<file path="config.mk">
export PLATFORM = sky130hd
export DESIGN_NAME = exec_seq
export DESIGN_NICKNAME = d
export VERILOG_FILES = /design/src/rtl/exec_seq.sv
export SDC_FILE = /design/constraint.sdc
export NUM_CORES = 1
export LEC_CHECK = 0
export CORE_UTILIZATION = 30
export CTS_CLUSTER_DIAMETER = 30
export DETAILED_ROUTE_END_ITERATION = 12
export HOLD_SLACK_MARGIN = 0.15
export PLACE_DENSITY = 0.46
export SETUP_SLACK_MARGIN = 0.02
export SYNTH_ARGS = -nofsm -noshare
export SYNTH_HDL_FRONTEND = slang
export SYNTH_SLANG_ARGS = --single-unit
</file>
<file path="constraint.sdc">
create_clock -name clk -period 6.4 [get_ports clk]
set_clock_uncertainty 0.15 [all_clocks]
set_input_delay 1.28 -clock clk [delete_from_list [all_inputs] [get_ports clk]]
set_output_delay 1.28 -clock clk [all_outputs]
set_load 0.02 [all_outputs]
</file>
<file path="src/rtl/exec_seq.sv">
// exec_seq: one instruction in flight; simple ops answer on the acceptance edge, MLT/DIV iterate and answer 33 edges later.
// Optional DIV_ZERO_FLAG_EN adds a div0 output that flags a DIV whose divisor was zero.
module exec_seq (
  input  logic        clk,
  input  logic        rst,
  input  logic        flush,
  input  logic        in_valid,
  output logic        in_ready,
  input  logic [4:0]  in_opcode,
  input  logic [6:0]  in_rd,
  input  logic [31:0] in_rs,
  input  logic [31:0] in_rt,
  input  logic [31:0] in_rsi,
  output logic        out_valid,
  input  logic        out_ready,
  output logic [4:0]  out_opcode,
  output logic [6:0]  out_rd,
  output logic [31:0] out_result,
  output logic [6:0]  out_branch,
`ifdef DIV_ZERO_FLAG_EN
  output logic        div0,
`endif
  output logic        busy
);
  localparam logic [4:0] OP_LV   = 5'd1;
  localparam logic [4:0] OP_MLT  = 5'd2;
  localparam logic [4:0] OP_DIV  = 5'd3;
  localparam logic [4:0] OP_REST = 5'd4;
  localparam logic [4:0] OP_SUM  = 5'd5;
  localparam logic [4:0] OP_CP   = 5'd6;
  localparam logic [4:0] OP_B    = 5'd7;
  localparam logic [4:0] OP_BEG  = 5'd8;
  localparam logic [4:0] OP_SLR  = 5'd9;
  localparam logic [4:0] OP_GP   = 5'd10;

  typedef enum logic [1:0] {IDLE, MUL, DIV, DONE} state_t;

  state_t      state;
  logic [5:0]  cnt;
  logic [31:0] opa;   // MUL: shifted multiplicand, DIV: divisor
  logic [31:0] opb;   // MUL: shifted multiplier,   DIV: dividend becoming quotient
  logic [31:0] acc;
  logic [31:0] rem;
  logic [4:0]  op_q;
  logic [6:0]  rd_q;
  logic        accept;

  assign in_ready = (state == IDLE) || (state == DONE && out_ready);
  assign accept   = in_valid && in_ready && !flush;

  logic [31:0] s_result;
  logic [6:0]  s_branch;
  logic [6:0]  s_rd;
  logic        s_emit;

  always_comb begin
    s_result = '0;
    s_branch = '0;
    s_rd     = in_rd;
    s_emit   = 1'b1;
    case (in_opcode)
      OP_LV, OP_CP: s_result = in_rsi;
      OP_REST:      s_result = in_rs - in_rt;
      OP_SUM:       s_result = in_rs + in_rt;
      OP_GP:        s_result = in_rs;
      OP_SLR:       s_result = (in_rt >= 32'd32) ? 32'd0 : (in_rs << in_rt[4:0]);
      OP_B: begin
        s_branch = in_rd;
        s_rd     = '0;
      end
      OP_BEG: begin
        s_rd = '0;
        if ({25'b0, in_rd} > in_rs) s_branch = in_rt[6:0];
      end
      default: s_emit = 1'b0;
    endcase
  end

  // One restoring-division step: bit 32 of the difference is the borrow.
  logic [32:0] rem_sh;
  logic [32:0] rem_diff;
  assign rem_sh   = {rem, opb[31]};
  assign rem_diff = rem_sh - {1'b0, opa};

  always_ff @(posedge clk) begin
    if (rst) begin
      state      <= IDLE;
      cnt        <= '0;
      out_valid  <= 1'b0;
      busy       <= 1'b0;
      out_opcode <= '0;
      out_rd     <= '0;
      out_result <= '0;
      out_branch <= '0;
    end else if (flush) begin
      state     <= IDLE;
      cnt       <= '0;
      out_valid <= 1'b0;
      busy      <= 1'b0;
    end else begin
      case (state)
        MUL, DIV: begin
          if (cnt == 6'd32) begin
            state      <= DONE;
            busy       <= 1'b0;
            out_valid  <= 1'b1;
            out_opcode <= op_q;
            out_rd     <= rd_q;
            out_result <= (state == MUL) ? acc : opb;
            out_branch <= '0;
          end else begin
            cnt <= cnt + 6'd1;
            if (state == MUL) begin
              if (opb[0]) acc <= acc + opa;
              opa <= opa << 1;
              opb <= opb >> 1;
            end else begin
              rem <= rem_diff[32] ? rem_sh[31:0] : rem_diff[31:0];
              opb <= {opb[30:0], !rem_diff[32]};
            end
          end
        end
        default: begin
          if (state == DONE && out_ready) begin
            state     <= IDLE;
            out_valid <= 1'b0;
          end
          if (accept) begin
            op_q <= in_opcode;
            rd_q <= in_rd;
            cnt  <= '0;
            if (in_opcode == OP_MLT) begin
              state <= MUL;
              busy  <= 1'b1;
              opa   <= in_rs;
              opb   <= in_rt;
              acc   <= '0;
            end else if (in_opcode == OP_DIV) begin
              state <= DIV;
              busy  <= 1'b1;
              opa   <= in_rt;
              opb   <= in_rs;
              rem   <= '0;
            end else if (s_emit) begin
              state      <= DONE;
              out_valid  <= 1'b1;
              out_opcode <= in_opcode;
              out_rd     <= s_rd;
              out_result <= s_result;
              out_branch <= s_branch;
            end else begin
              state <= IDLE;
            end
          end
        end
      endcase
    end
  end

`ifdef DIV_ZERO_FLAG_EN
  logic dz_q;
  always_ff @(posedge clk) begin
    if (rst || flush) begin
      dz_q <= 1'b0;
      div0 <= 1'b0;
    end else begin
      if (accept && in_opcode == OP_DIV) dz_q <= (in_rt == 32'd0);
      if (state == DIV && cnt == 6'd32) div0 <= dz_q;
      else if (state == DONE && out_ready) div0 <= 1'b0;
    end
  end
`endif

endmodule

</file>
Word level (Yosys, flattened, before mapping):

Cells that the tools add are included.

* register bits: 201
* input port bits: 113
* output and inout bits: 54
* word-level logic and storage cells: 151

* $add $sub $neg: 5
* order comparisons: 2
* eq/ne operators: 21
* shift-type cells: 1
* multiplexer cells: 78
* bitwise logic cells: 3
* reduce and logical (&&, ||, !) cells: 27

Operators with widths (number)
* 2-to-1 mux 32 bit: 33
* case mux 32 bit (5 select lines): 1
* 2-to-1 mux 7 bit: 14
* adder 32 bit: 2
* subtractor 33 x 32 -> 33 bit: 1
* greater-or-equal comparator 32 x 6 -> 1 bit, second input constant: 1
* > comparator 7 x 32 -> 1 bit: 1
* << shifter 32 x 5 -> 32 bit: 1
* subtractor 32 bit: 1
* 2-to-1 mux 5 bit: 6
* equality test 5 x 3 -> 1 bit, second input constant: 4
* 2-to-1 mux 6 bit: 3
* equality test 5 x 4 -> 1 bit, second input constant: 3
* 2-to-1 mux 2 bit: 7
* case mux 7 bit (2 select lines): 1
* AND reduction 7 bit: 2
* 2-to-1 mux 1 bit: 13
* AND reduction 6 bit: 2
* equality test 5 x 2 -> 1 bit, second input constant: 2
* inequality test 2 bit, second input constant: 5
* nonzero test 2 bit: 4
* OR reduction 2 bit: 4
* OR reduction 8 bit: 1
* adder 6 x 1 -> 6 bit, second input constant: 1
* 15 further kinds: 24

Logic depth before layout (Yosys ltp):

* depth in word-level cells: 8
* gate-level depth with buffers: 22
* mapped depth without buffers: 19

Least setup slack after synthesis:

OpenSTA, ideal clock, no wires.

* kind: input-to-reg
* start point: in in_rt[0]
* end point: reg out_result[27]
* setup time: 132 ps
* arrival: 5620 ps
* required time: 6118 ps
* path slack: 498 ps
* stages on the path: 21
* path buffers: 4
* path through: clkbuf_1 > buf_1 > inv_1 > clkbuf_1 > ha_1 > nand3_1 > nor2b_1 > and2_1 > a21oi_1 > xor2_1 > ha_1 > clkbuf_1 > a21o_1 > a21o_1 > a21o_1 > a311oi_1 > nand2_1 > o21ai_0 > nor4_1 > o311ai_0 > a21oi_1

* word-level cells in the longest chain between the ends: 8
* elaborated cells on any way between the ends: 11
* those cells by class: add/sub (2); order compare (1); shift (1); mux (7)

Ends and longest elaborated chain
* start: declaration: RTL line 12 `input logic [31:0] in_rt,`
* greater-or-equal comparator 32 x 6 -> 1 bit or << shifter 32 x 5 -> 32 bit (tied branches): RTL line 66 `OP_SLR: s_result = (in_rt >= 32'd32) ? 32'd0 : (in_rs << in_rt[4:0]);`
* 2-to-1 mux 32 bit: RTL line 66
* case mux 32 bit (5 select lines) *: RTL line 61 `case (in_opcode)`
* 2-to-1 mux 32 bit *: RTL line 144 `end else if (s_emit) begin`
* 2-to-1 mux 32 bit *: RTL line 138 `end else if (in_opcode == OP_DIV) begin`
* 2-to-1 mux 32 bit *: RTL line 132 `if (in_opcode == OP_MLT) begin`
* 2-to-1 mux 32 bit *: RTL line 128 `if (accept) begin`
* 2-to-1 mux 32 bit *: RTL line 101 `case (state)`
* end signal: assignment: RTL line 109 `out_result <= (state == MUL) ? acc : opb;`
* end signal: assignment: RTL line 149 `out_result <= s_result;`
* end: declaration: RTL line 18 `output logic [31:0] out_result,`

Every way passes the cells marked *; elsewhere a longest branch is shown, timed or not. The select of a mux whose other input is x is not followed.
A chain may end at the register's enable or synchronous reset.

Final worst setup path:

* start point: in in_opcode[2]
* end point: reg out_result[20]

* word-level cells in the longest chain between the ends: 8
* elaborated cells on any way between the ends: 23
* those cells by class: eq/ne (12); mux (7); reduce/logical (4)

Ends and longest elaborated chain
* start: declaration: RTL line 9 `input logic [4:0] in_opcode,`
* equality test 5 x 1 -> 1 bit or equality test 5 x 3 -> 1 bit (tied branches): RTL line 61
* OR reduction 2 bit
* case mux 32 bit (5 select lines): RTL line 61
* 2-to-1 mux 32 bit: RTL line 144
* 2-to-1 mux 32 bit: RTL line 138
* 2-to-1 mux 32 bit: RTL line 132
* 2-to-1 mux 32 bit: RTL line 128
* 2-to-1 mux 32 bit: RTL line 101

Parallel ways exist; a longest one is shown, timed or not. The select of a mux whose other input is x is not followed.

==> impl_summary.log <==
[metrics] total of flip-flops plus latches after synthesis: between 200 and 250
[metrics] total of warnings raised by yosys: 0
[metrics] sum of negative setup slack: 0 ps
[metrics] first-pass GRT wire length: around 99000 um
[metrics] cell count after placement: 2897
[metrics] routability cong.: 0.932
[metrics] worst hold stages: 2
[metrics] simple-gate share of the synthesized area: 0.172
[metrics] half-perimeter wire length of the detailed placement result: 50100 um
[metrics] Max Clock Freq: 181 MHz
[metrics] antenna fix cells: 0
[metrics] Synth Flop Type: sky130_fd_sc_hd__edfxtp_1
[metrics] Final Hold Vio Count: 0
[metrics] endpoint of the worst hold path: out_result[3]
[metrics] final worst path period share: 0.865
[metrics] Post-layout nets: 2435
[metrics] Inserted Clock Buffers: 70
[metrics] total via count after detailed routing: between 15000 and 20000
[metrics] multiplexer share of the synthesized area: 0.106
[metrics] maximum count of clock buffers along a single path: 3
[metrics] mean cell area of the mapped netlist: 8.54 um^2
[metrics] initial standard-cell utilization of the core: 0.303
[metrics] total of max-cap violations: 0
[metrics] Iter 0 DRT Violations: between 1000 and 1500
[metrics] Cells after Synth: 2042
[metrics] clock sink total: 201
[metrics] via count of the first global-routing pass: 16237
[metrics] worst reg2reg path depth: 13
[metrics] count of TritonRoute iterations in the first routing pass: 9
[metrics] global-route met1 utilization: 0.308
[metrics] global-route usage over all layers: 0.218
[metrics] top area cells in the synthesized netlist: sky130_fd_sc_hd__edfxtp_1, sky130_fd_sc_hd__ha_1, sky130_fd_sc_hd__dfxtp_1
[metrics] nature of the critical path startpoint: primary input
[metrics] area share of fa/ha/maj cells after synthesis: 0.0859
[metrics] final setup margin: 866 ps
[metrics] actual slew at the worst max-slew pin: approximately 1100 ps
[metrics] required time at the endpoint of the critical path: between 6000 and 7000 ps
[metrics] highest net fanout along the worst path: 11
[metrics] Synth Area in Compound Gates: 0.224
[metrics] I/O Buffers: 166
[metrics] Setup Slack @ Placement: 361 ps
[metrics] RR Endpoint: rem[11]
[metrics] Leak Pwr: between 8 and 9 nW
[metrics] floorplan die height: 243 um
[metrics] worst min-delay path startpoint: out_result[3]
[metrics] Post-CTS Hold Fix Bufs: 0
[metrics] met2 usage: 0.326
[metrics] count of different cell masters after synthesis: 76
[metrics] arrival time of the worst setup path: 5840 ps
[metrics] area growth from synthesis to layout: 27.8%
[metrics] count of cells resized by post-cts repair: 0
[metrics] Worst Hold Class: flip-flop to flip-flop
[metrics] drt wl/cell: 21.7 um
[metrics] site row count: 88
[metrics] Setup Viol. Count Final: 0
[metrics] net count of the mapped netlist: about 2300
[metrics] number of buffers inserted by post-CTS setup repair: 0
[metrics] clock transition at the registers of the reported paths: 40 ps
[metrics] clock latency on the worst-skew pair: 580 ps
[metrics] violated checks: design-rule violations
[metrics] DRC violation count after routing: 1
[metrics] class of the most critical setup path: primary input to flip-flop
[metrics] setup repair after global routing missed its margin: no
[metrics] Worst VDD drop: 0.168 mV
[metrics] combinational family with the most area after synthesis: compound AO/OA/AOI/OAI gates
[metrics] total power draw: 0.00561 W
[metrics] GR peak layer: met2
[metrics] sequential fraction of the synthesis area: 0.311
[metrics] share of the synthesized netlist area taken by xor and xnor gates: 0.0551
[metrics] fraction of registers with async set or reset after synthesis: 0
[metrics] library cell used as clock root buffer: sky130_fd_sc_hd__clkbuf_16
[metrics] Clock H-tree levels: 3
[metrics] Slew Limit Fails: 0
[metrics] DRT antenna net count: 0
[metrics] TritonCTS clock tree: yes
[metrics] horizontal extent of the die: 243 um
[metrics] power density of the placed cells: around 250 nW/um^2
[metrics] number of standard cells in the final layout excluding fillers: 3023
[metrics] routed vias/inst: approximately 5.5
[metrics] proportion of netlist area held by the largest area contributor: 0.241
[metrics] cell type with the largest total area after synthesis: sky130_fd_sc_hd__edfxtp_1
[metrics] GR Layer Usage met3: 0.0356
[metrics] relative max-transition margin: 0.261
[metrics] number of flops mapped to enable cells by yosys: 140
[metrics] die area: slightly below 60000 um^2
[metrics] wire length reported by the detailed router: 65600 um
[metrics] fraction of layout cells with a size suffix above 1: 0.0948
[metrics] overflow left after global routing: 0
[metrics] result of the run: finished, violations left
[metrics] Ports: 167
[metrics] maximum number of pins on one net before global-route repair: 86
[metrics] type of element capturing the critical path: flip-flop
[metrics] setup slack on the worst flop-to-flop path: ~1600 ps
[metrics] origin of the critical flop-to-flop path: opa[5]
[metrics] core box area: 57600 um^2
[metrics] Final Critical Period: between 5000 and 6000 ps
[metrics] Syn Std Cell Area: 17400 um^2
[metrics] number of antenna violations at the first check in global routing: 0
[metrics] Fin Hold WS: 304 ps
[worst max path at each step]
stage                  from        endpoint  slack [ps]  cells after the start
2_1_floorplan      in_rt[0]  out_result[27]         500                     21
3_3_place_gp   in_opcode[2]  out_result[20]         360                     17
3_5_place_dp   in_opcode[2]  out_result[22]         360                     17
4_1_cts        in_opcode[2]  out_result[20]         950                     17
5_1_grt        in_opcode[2]  out_result[28]         480                     17
6_report       in_opcode[2]  out_result[20]         870                     17
[cell usage after synthesis, types with 18 or more instances]
cell type and count:
sky130_fd_sc_hd__o21ai_0 114, sky130_fd_sc_hd__a21o_1 67, sky130_fd_sc_hd__nand2_1 213, sky130_fd_sc_hd__xnor2_1 62, sky130_fd_sc_hd__mux2_2 25, sky130_fd_sc_hd__xor2_1 46
sky130_fd_sc_hd__mux2i_1 114, sky130_fd_sc_hd__ha_1 115, sky130_fd_sc_hd__nor3_1 55, sky130_fd_sc_hd__clkbuf_1 98, sky130_fd_sc_hd__nor4_1 20, sky130_fd_sc_hd__nor2_1 191
sky130_fd_sc_hd__nand2b_1 19, sky130_fd_sc_hd__nand3_1 24, sky130_fd_sc_hd__mux4_2 19, sky130_fd_sc_hd__a21oi_1 182, sky130_fd_sc_hd__a211oi_1 26, sky130_fd_sc_hd__dfxtp_1 61
sky130_fd_sc_hd__a22oi_1 31, sky130_fd_sc_hd__a221oi_1 37, sky130_fd_sc_hd__nor2b_1 27, sky130_fd_sc_hd__buf_1 18, sky130_fd_sc_hd__edfxtp_1 140, sky130_fd_sc_hd__inv_1 80
sky130_fd_sc_hd__and3_1 39, sky130_fd_sc_hd__a31oi_1 19
[worst max-delay path, stage by stage]
cell	delay, ps
sky130_fd_sc_hd__clkdlybuf4s50_1	700
sky130_fd_sc_hd__nand2_1	110
sky130_fd_sc_hd__nor2_1	270
sky130_fd_sc_hd__and2_0	580
sky130_fd_sc_hd__nor2_1	130
sky130_fd_sc_hd__xor2_1	170
sky130_fd_sc_hd__ha_1	300
sky130_fd_sc_hd__o21ai_0	170
sky130_fd_sc_hd__a21oi_1	110
sky130_fd_sc_hd__o2111ai_1	310
sky130_fd_sc_hd__a21oi_1	150
sky130_fd_sc_hd__o21ai_0	520
sky130_fd_sc_hd__o21ai_0	330
sky130_fd_sc_hd__xnor2_1	260
sky130_fd_sc_hd__o21ai_0	110
sky130_fd_sc_hd__a221oi_1	260
sky130_fd_sc_hd__nor2_1	80
[metal layers]
layer	vias up	share of wire
li1	7929	-
met1	7904	0.47
met2	571	0.43
met3	102	0.064
met4	0	0.032
met5	-	0
[kinds of logic (layout without fill, tap and decap cells)]
family	Yosys count	count (layout)
XOR/XNOR	109	109
AO/OA/AOI/OAI	603	603
AND/OR/NAND/NOR	650	650
flip-flops	201	201
adder cells (fa/ha/maj)	118	118
multiplexers	158	158
buffers and inverters	203	419
[power by group]
group	switching, W	internal (W)
Clock	0.000955	0.00242
Combinational	0.000486	0.000325
Sequential	0.0000124	0.00142
[state kept, by name, indices dropped and copies added (netlist names)]
| signal | flops |
|---|---|
| out_valid | 1 |
| out_result | 32 |
| busy | 1 |
| out_opcode | 5 |
| op_q | 5 |
| out_branch | 7 |
| rd_q | 7 |
| state | 2 |
| opb | 32 |
| out_rd | 7 |
| cnt | 6 |
| opa | 32 |
| rem | 32 |
| acc | 32 |
[area by class of cell]
cell class                      count  area (um^2)
Clock buffer                       89         1940
Clock inverter                     37          389
Fill cell                        5865        35300
Inverter                           82          308
Multi-Input combinational cell   1638        11300
Sequential cell                   201         5430
Tap cell                          765          957
Timing Repair Buffer              211         1980
[stage by stage]
step | utilization | area, um^2
final | 0.387 | 22300
after global routing | 0.387 | 22300
after CTS | 0.387 | 22300
after detailed placement | 0.347 | 20000
after global placement | 0.347 | 20000
after floorplan | - | 17400
[cell usage in the layout, fill, tap and decap left out, drive strengths merged, types with 25 or more instances in the layout]
cell,n
clkbuf,89
dfxtp,61
o21ai,121
nor3,55
edfxtp,140
xnor2,63
and3,39
inv,81
xor2,46
a21o,67
a211oi,26
mux2,25
mux2i,114
buf,49
nor2b,27
a22oi,31
nor2,191
a21oi,182
nand2,213
clkinv,29
clkdlybuf4s50,162
a221oi,37
ha,115
Power figures use the tool's default switching activity.
